## config.mk

```make
export PLATFORM = sky130hd
export DESIGN_NAME = fir_mac_sequencer
export DESIGN_NICKNAME = d
export VERILOG_FILES = /design/src/rtl/fir_mac_sequencer.sv
export SDC_FILE = /design/constraint.sdc
export NUM_CORES = 1
export LEC_CHECK = 0
export ABC_AREA = 1
export ABC_CLOCK_PERIOD_IN_PS = 5250
export CAP_MARGIN = 20
export CORE_MARGIN = 5
export CORE_UTILIZATION = 50
export CTS_CLUSTER_DIAMETER = 150
export DETAILED_ROUTE_END_ITERATION = 10
export GPL_TIMING_DRIVEN = 0
export PLACE_DENSITY = 0.74
export SLEW_MARGIN = 20
export SYNTH_ARGS = -nofsm -noshare
export SYNTH_HDL_FRONTEND = slang
export SYNTH_SLANG_ARGS = --single-unit
export TNS_END_PERCENT = 30
```

## constraint.sdc

```tcl
create_clock -name clk -period 5.25 [get_ports clk]
set_input_delay 0.7875 -clock clk [delete_from_list [all_inputs] [get_ports clk]]
set_output_delay 0.7875 -clock clk [all_outputs]
set_load 0.01 [all_outputs]
```

## src/rtl/fir_mac_sequencer.sv

```systemverilog
// -----------------------------------------------------------------------------
// fir_mac_sequencer
// Time-multiplexed FIR engine. It accepts one signed sample per handshake,
// shifts it into an N-deep delay line and then steps a single multiply-
// accumulate across all N taps. It presents one full-precision output per
// accepted sample. Coefficients live in a runtime-writable bank.
//
// Ports
//   clk        rising-edge clock
//   rst        synchronous active-high reset (wins over every other input)
//   s_valid    input sample valid
//   s_ready    engine can accept a sample (high only in IDLE)
//   s_x        signed input sample
//   m_valid    output valid (high only in OUT)
//   m_ready    consumer accepts output
//   m_y        signed full-precision filter output
//   coef_we    coefficient write strobe (honoured only in IDLE, no handshake)
//   coef_addr  tap index of the coefficient write
//   coef_data  signed coefficient value
//   flush      zero the delay line and accumulator, abort, return to IDLE
//   busy       high whenever the FSM is not in IDLE
//   dbg_state  raw FSM state (0 IDLE, 1 MAC, 2 OUT) for observation
//
// Handshakes: a transfer happens on a rising edge where valid and ready are
// both 1. A source holds valid and its data until that edge. The engine never
// overlaps input and output, so s_ready and m_valid are never 1 together.
// -----------------------------------------------------------------------------
module fir_mac_sequencer #(
  parameter int N       = 4,
  parameter int WIDTH_X = 4,
  parameter int WIDTH_B = 4,
  parameter int WIDTH_Y = WIDTH_X + WIDTH_B + $clog2(N)
) (
  input  logic                      clk,
  input  logic                      rst,
  input  logic                      s_valid,
  output logic                      s_ready,
  input  logic signed [WIDTH_X-1:0] s_x,
  output logic                      m_valid,
  input  logic                      m_ready,
  output logic signed [WIDTH_Y-1:0] m_y,
  input  logic                      coef_we,
  input  logic [$clog2(N)-1:0]      coef_addr,
  input  logic signed [WIDTH_B-1:0] coef_data,
  input  logic                      flush,
  output logic                      busy,
  output logic [1:0]                dbg_state
);

  localparam int AW = $clog2(N);
  localparam int WP = WIDTH_X + WIDTH_B;

  // One extra bit so an out-of-range address can be recognised for any N.
  localparam logic [AW:0]   N_EXT  = (AW+1)'(N);
  localparam logic [AW-1:0] K_LAST = AW'(N - 1);

  typedef enum logic [1:0] {
    IDLE = 2'd0,
    MAC  = 2'd1,
    OUT  = 2'd2
  } state_t;

  state_t state;

  logic signed [WIDTH_X-1:0] line [N];
  logic signed [WIDTH_B-1:0] coef [N];
  logic signed [WIDTH_Y-1:0] acc;
  logic [AW-1:0]             k;

  logic signed [WP-1:0]      prod;
  logic signed [WIDTH_Y-1:0] prod_ext;
  logic signed [WIDTH_Y-1:0] sum;

  // The single shared multiplier. The product is sign-extended to the
  // output width before it is accumulated, so the sum can never wrap.
  always_comb begin
    prod     = line[k] * coef[k];
    prod_ext = {{(WIDTH_Y-WP){prod[WP-1]}}, prod};
    sum      = acc + prod_ext;
  end

  assign s_ready   = (state == IDLE);
  assign busy      = (state != IDLE);
  assign dbg_state = state;

  always_ff @(posedge clk) begin
    if (rst) begin
      state   <= IDLE;
      acc     <= '0;
      k       <= '0;
      m_valid <= 1'b0;
      m_y     <= '0;
      for (int i = 0; i < N; i++) begin
        line[i] <= '0;
        coef[i] <= '0;
      end
    end else begin
      // A write is taken only when the engine is idle. If a sample arrives
      // in the same cycle, the sample has priority and the write is dropped.
      if (state == IDLE && coef_we && !s_valid && ({1'b0, coef_addr} < N_EXT))
        coef[coef_addr] <= coef_data;

      if (flush) begin
        // Abort. History and partial sum are cleared. Coefficients are kept.
        for (int i = 0; i < N; i++) line[i] <= '0;
        acc     <= '0;
        k       <= '0;
        m_valid <= 1'b0;
        state   <= IDLE;
      end else begin
        case (state)
          IDLE: begin
            if (s_valid) begin
              line[0] <= s_x;
              for (int i = 1; i < N; i++) line[i] <= line[i-1];
              acc   <= '0;
              k     <= '0;
              state <= MAC;
            end
          end
          MAC: begin
            acc <= sum;
            k   <= k + 1'b1;
            if (k == K_LAST) begin
              m_y     <= sum;
              m_valid <= 1'b1;
              k       <= '0;
              state   <= OUT;
            end
          end
          OUT: begin
            if (m_ready) begin
              m_valid <= 1'b0;
              state   <= IDLE;
            end
          end
          default: state <= IDLE;
        endcase
      end
    end
  end

endmodule

```

Yosys cells after proc, flatten, opt, wreduce, memory -nomap -nowiden
Memories as Yosys holds them, arrays and structs flattened. A register that Yosys moved wholly into a read port is not among the register bits.
Index checks and enable logic that the tools add are counted.

storage, ports and cells
  word-level logic and storage cells = 78
  output and inout port bits = 15
  bits in registers = 25
  memories = 2
  RAM bits = 32
  bits of input ports = 16

memories
  name  words  width  rd ports  clocked after Yosys merged registers in  write ports  RTL line  RTL
  coef  4      4      1         1                                        4            66        logic signed [WIDTH_B-1:0] coef [N];
  line  4      4      4         1                                        4            65        logic signed [WIDTH_X-1:0] line [N];

operators by class
  add/sub/neg operators = 2
  $mul = 1
  reductions and logical operators = 13
  equality and inequality tests = 6
  bitwise operators = 9
  mux-type cells = 40

operator list
  operator             number
  $mux 4               9
  $mux 2               10
  $pmux 10 s2          1
  $mux 1               16
  $add 10x8->10        1
  $mux 10              1
  $reduce_and 3->1     3
  $mul 4x4->8          1
  $or 1x1->1           8
  $ne 2x2->1 const B   3
  $pmux 2 s3           1
  $reduce_bool 2->1    3
  $eq 2x2->1 const B   2
  $pmux 2 s2           1
  $reduce_or 4->1      1
  $add 2x1->2 const B  1
  $eq 2x1->1 const B   1
  $logic_and 1x1->1    2
  $logic_not 2->1      1
  $pmux 1 s2           1
  $reduce_and 2->1     1
  $reduce_or 2->1      1
  $logic_not 1->1      1
  $not 1->1            1

Logic depth before layout (Yosys ltp)
  depth after elaboration = 8
  mapped depth = 24
  depth with buffers taken out = 23

Worst setup path before layout
OpenSTA, ideal clock, no wires.

  path kind = register to register
  start point = reg with a tool-made name
  end point = reg m_y[9]
  buffers on the path = 2
  data arrival time = 3959 ps
  data required time = 5141 ps
  path slack = 1182 ps
  clock period less this slack = 4068 ps
  stages on the path, launching flop included = 21
  cell sequence = dfxtp_1 buf_6 buf_2 nand2_1 a32oi_1 inv_1 nor2_1 fa_1 fa_1 inv_1 fa_1 inv_1 ha_1 a21oi_1 nand2_1 a21oi_1 nand3_1 nand2_1 nand2_1 nand2_1 inv_1

RTL lines
  what                  RTL line  RTL
  end signal, assigned  125       m_y <= sum;
  end, declared         41        output logic signed [WIDTH_Y-1:0] m_y,

==> impl_metrics.csv <==
group,metric,value,unit
global_route,grt_start_max_net_pins,12,
clocking,cts_buffer_depth,2,
detailed_routing,route.detailed.drc,0,
timing,fin_skew,0.0121,ns
die,core_area,7140,µm²
finish,fin_util,0.593,
timing,max_slew_margin,0.649,
logic_synthesis,ys_seq_area_frac,0.406,
finish,nets,529,
worst_setup_path,critical_path_class,"reg2reg",
worst_setup_path,crit_required,5.48,ns
detailed_routing,route.vias.total,2788,
die,start_util,0.505,
finish,fin_area,4240,µm²
timing,min_period,4.57,ns
finish,area_growth,17.6,%
finish,drive_gt1_frac,0.0941,
timing,rsz0062_at_grt,"false",
detailed_routing,dr.pass1.iters,4,
global_route,grt_pass1_vias,2747,
logic_synthesis,ys_types,30,
placement,io_buffers,30,
detailed_routing,routedWlPerCell,13.0,µm
finish,nFillCells,651,
clocking,htree_levels,3,
timing,drv_slew,0,
detailed_routing,drtIter0Drc,189,
power_and_ir_drop,leakage,1.94,nW
worst_setup_path,crit_path_max_incr_delay,0.54,ns
timing,hold_slack,0.473,ns
timing,fmax,0.219,GHz
worst_setup_path,end_kind,"flop",
timing,finalSetupViolations,0,
timing,tns,0,ns
power_and_ir_drop,power.density,264,nW/µm²
finish,mostFrequentLayoutCells,"nand2_1 (81), inv_1 (76), nor2_1 (63)",
logic_synthesis,synth_ff_type,"dfxtp_1",
worst_setup_path,cp_slowest_cell,"fa_1",
logic_synthesis,yosysWarnings,0,
die,dieArea,9000,µm²
timing,hold_violations,0,
detailed_routing,wirelength,7510,µm
clocking,path_clk_slew,0.06,ns
worst_setup_path,crit_fanout,10,
clocking,cts_hold_buf,0,
worst_setup_path,cp_data_arrival_time,4.80,ns
detailed_routing,drtAntennaViolNets,0,
status,status,"finished, final reports clean",
logic_synthesis,synthesis.area,3600,µm²
clocking,clockRootBuffer,"clkbuf_8",
clocking,clkSinkCount,59,
clocking,cts_setup_buffers,0,
die,die_x,94.9,µm
logic_synthesis,synthCells,432,
timing,post-route-period-util,0.870,
logic_synthesis,syn-num-nets,488,
global_route,gr-usage-all-layers,0.180,
die,die_h,94.9,µm
timing,worst_slew_pin_slew,0.526,ns
clocking,post_cts_resize_count,0,
finish,final_common_cell,"nand2_1",
logic_synthesis,synth_seq_cells,59,
die,std_cell_rows,31,
die,ios,31,
clocking,cts_tree,"done",
logic_synthesis,synth_area_per_cell,8.34,µm²
worst_setup_path,crit_chain,"buf_6 -> buf_2 -> nand2_1 -> a32oi_1 -> inv_1 -> nor2_1 -> fa_1 -> fa_1 -> inv_1 -> fa_1 -> inv_1 -> ha_1 -> a21oi_1 -> nand2_1 -> a21oi_1 -> nand3_1 -> nand2_1 -> nand2_1 -> nand2_1 -> inv_1",
finish,diodes,0,
global_route,antenna_found_initial,0,
worst_hold_path,min_path_type,"reg2reg",
run,cap_viol_max_count,0,
clocking,cts_made_buffers,9,
global_route,grt-ovfl-total,0,
placement,dp_hpwl,6000,µm
power_and_ir_drop,ir_drop,239,µV
worst_setup_path,cp-start-kind,"flop",
placement,finalWeightedCongestion,0.841,
worst_setup_path,cp_common_cell,"nand2_1",
global_route,grt_pass1_wl,12500,µm
logic_synthesis,synth-edff-count,28,
detailed_routing,vias_per_cell,4.83,
clocking,insertion_delay,0.33,ns
logic_synthesis,async_flop_share,0,
placement,placed_area,4030,µm²
## sequential cells by signal (all words and copies together) (netlist names), named ones only
| signal | flops |
|---|---|
| k | 2 |
| dbg_state | 2 |
| line | 16 |
| acc | 10 |
| m_y | 10 |
| m_valid | 1 |
| coef | 16 |
## cell families after synthesis
group | synth area share
simple gates | 0.228
buf+inv | 0.101
flops | 0.406
compound gates | 0.0792
fa+ha+maj | 0.176
xor+xnor | 0.00973
## per-stage QoR
stage               worst slack, ns  power [W]  cells
finish                        0.685    0.00112    577
global route                  0.284    0.00117    577
CTS                           0.647    0.00113    577
detailed placement            0.650   0.000691    561
global placement              0.673   0.000686    561
floorplan                      1.18   0.000638    432
## where the power goes
part / switching (W) / leakage (nW) / internal, W / total, W
logic: 0.000114 / 1.28 / 0.0000668 / 0.000181
registers: 0.00000688 / 0.551 / 0.000495 / 0.000502
clock network: 0.000173 / 0.105 / 0.000264 / 0.000437
## worst max-delay path: cells and delay by family (launching register included)
kind,cells,cell delay [ns]
adder cells (fa/ha/maj),4,1.91
flip-flops,1,0.38
buffers and inverters,6,0.65
AO/OA/AOI/OAI,3,0.68
AND/OR/NAND/NOR,7,0.85
## per-layer routing
metal  part of all wire  GRT usage
met2               0.47      0.278
met3              0.033     0.0343
met1               0.48      0.251
met4              0.018     0.0673
met5                  0          0
## path summary, 6_finish.rpt
| check | slack (ns) | endpoint | from | depth (start not counted) |
|---|---|---|---|---|
| worst max register to register | 0.68 | m_y[9]$_SDFFE_PP0P_ | flop | 20 |
| worst max-delay path | 0.68 | m_y[9]$_SDFFE_PP0P_ | flop | 20 |
| worst min-delay path | 0.47 | acc[0]$_SDFFE_PP0P_ | acc[0]$_SDFFE_PP0P_ | 2 |
| worst min register to register | 0.47 | acc[0]$_SDFFE_PP0P_ | acc[0]$_SDFFE_PP0P_ | 2 |
## cells in the mapped netlist (3+ instances only)
library cell | number | share of area
nand2_1 | 81 | 0.084
inv_1 | 76 | 0.079
nor2_1 | 63 | 0.066
dfxtp_1 | 31 | 0.17
a21oi_1 | 29 | 0.040
edfxtp_1 | 28 | 0.23
ha_1 | 22 | 0.076
fa_1 | 18 | 0.10
nand3_1 | 18 | 0.025
o21ai_0 | 13 | 0.018
buf_2 | 7 | 0.0097
nand2_2 | 6 | 0.010
a32oi_1 | 5 | 0.012
nand3_2 | 5 | 0.014
nor2_2 | 4 | 0.0069
clkbuf_1 | 3 | 0.0031
inv_2 | 3 | 0.0031
## area by class of cell
| cell class | instances | area (µm²) | area share |
|---|---|---|---|
| flip-flops and latches | 59 | 1460 | 0.345 |
| plain buffers | 12 | 68.8 | 0.0162 |
| clock inverters | 6 | 81.3 | 0.0192 |
| clock buffers | 10 | 128 | 0.0301 |
| inverters | 79 | 297 | 0.0700 |
| repair buffers | 30 | 300 | 0.0709 |
| multi-input cells | 282 | 1780 | 0.419 |
| well taps | 99 | 124 | 0.0292 |
Note: power is estimated with default switching activity, not from simulation.
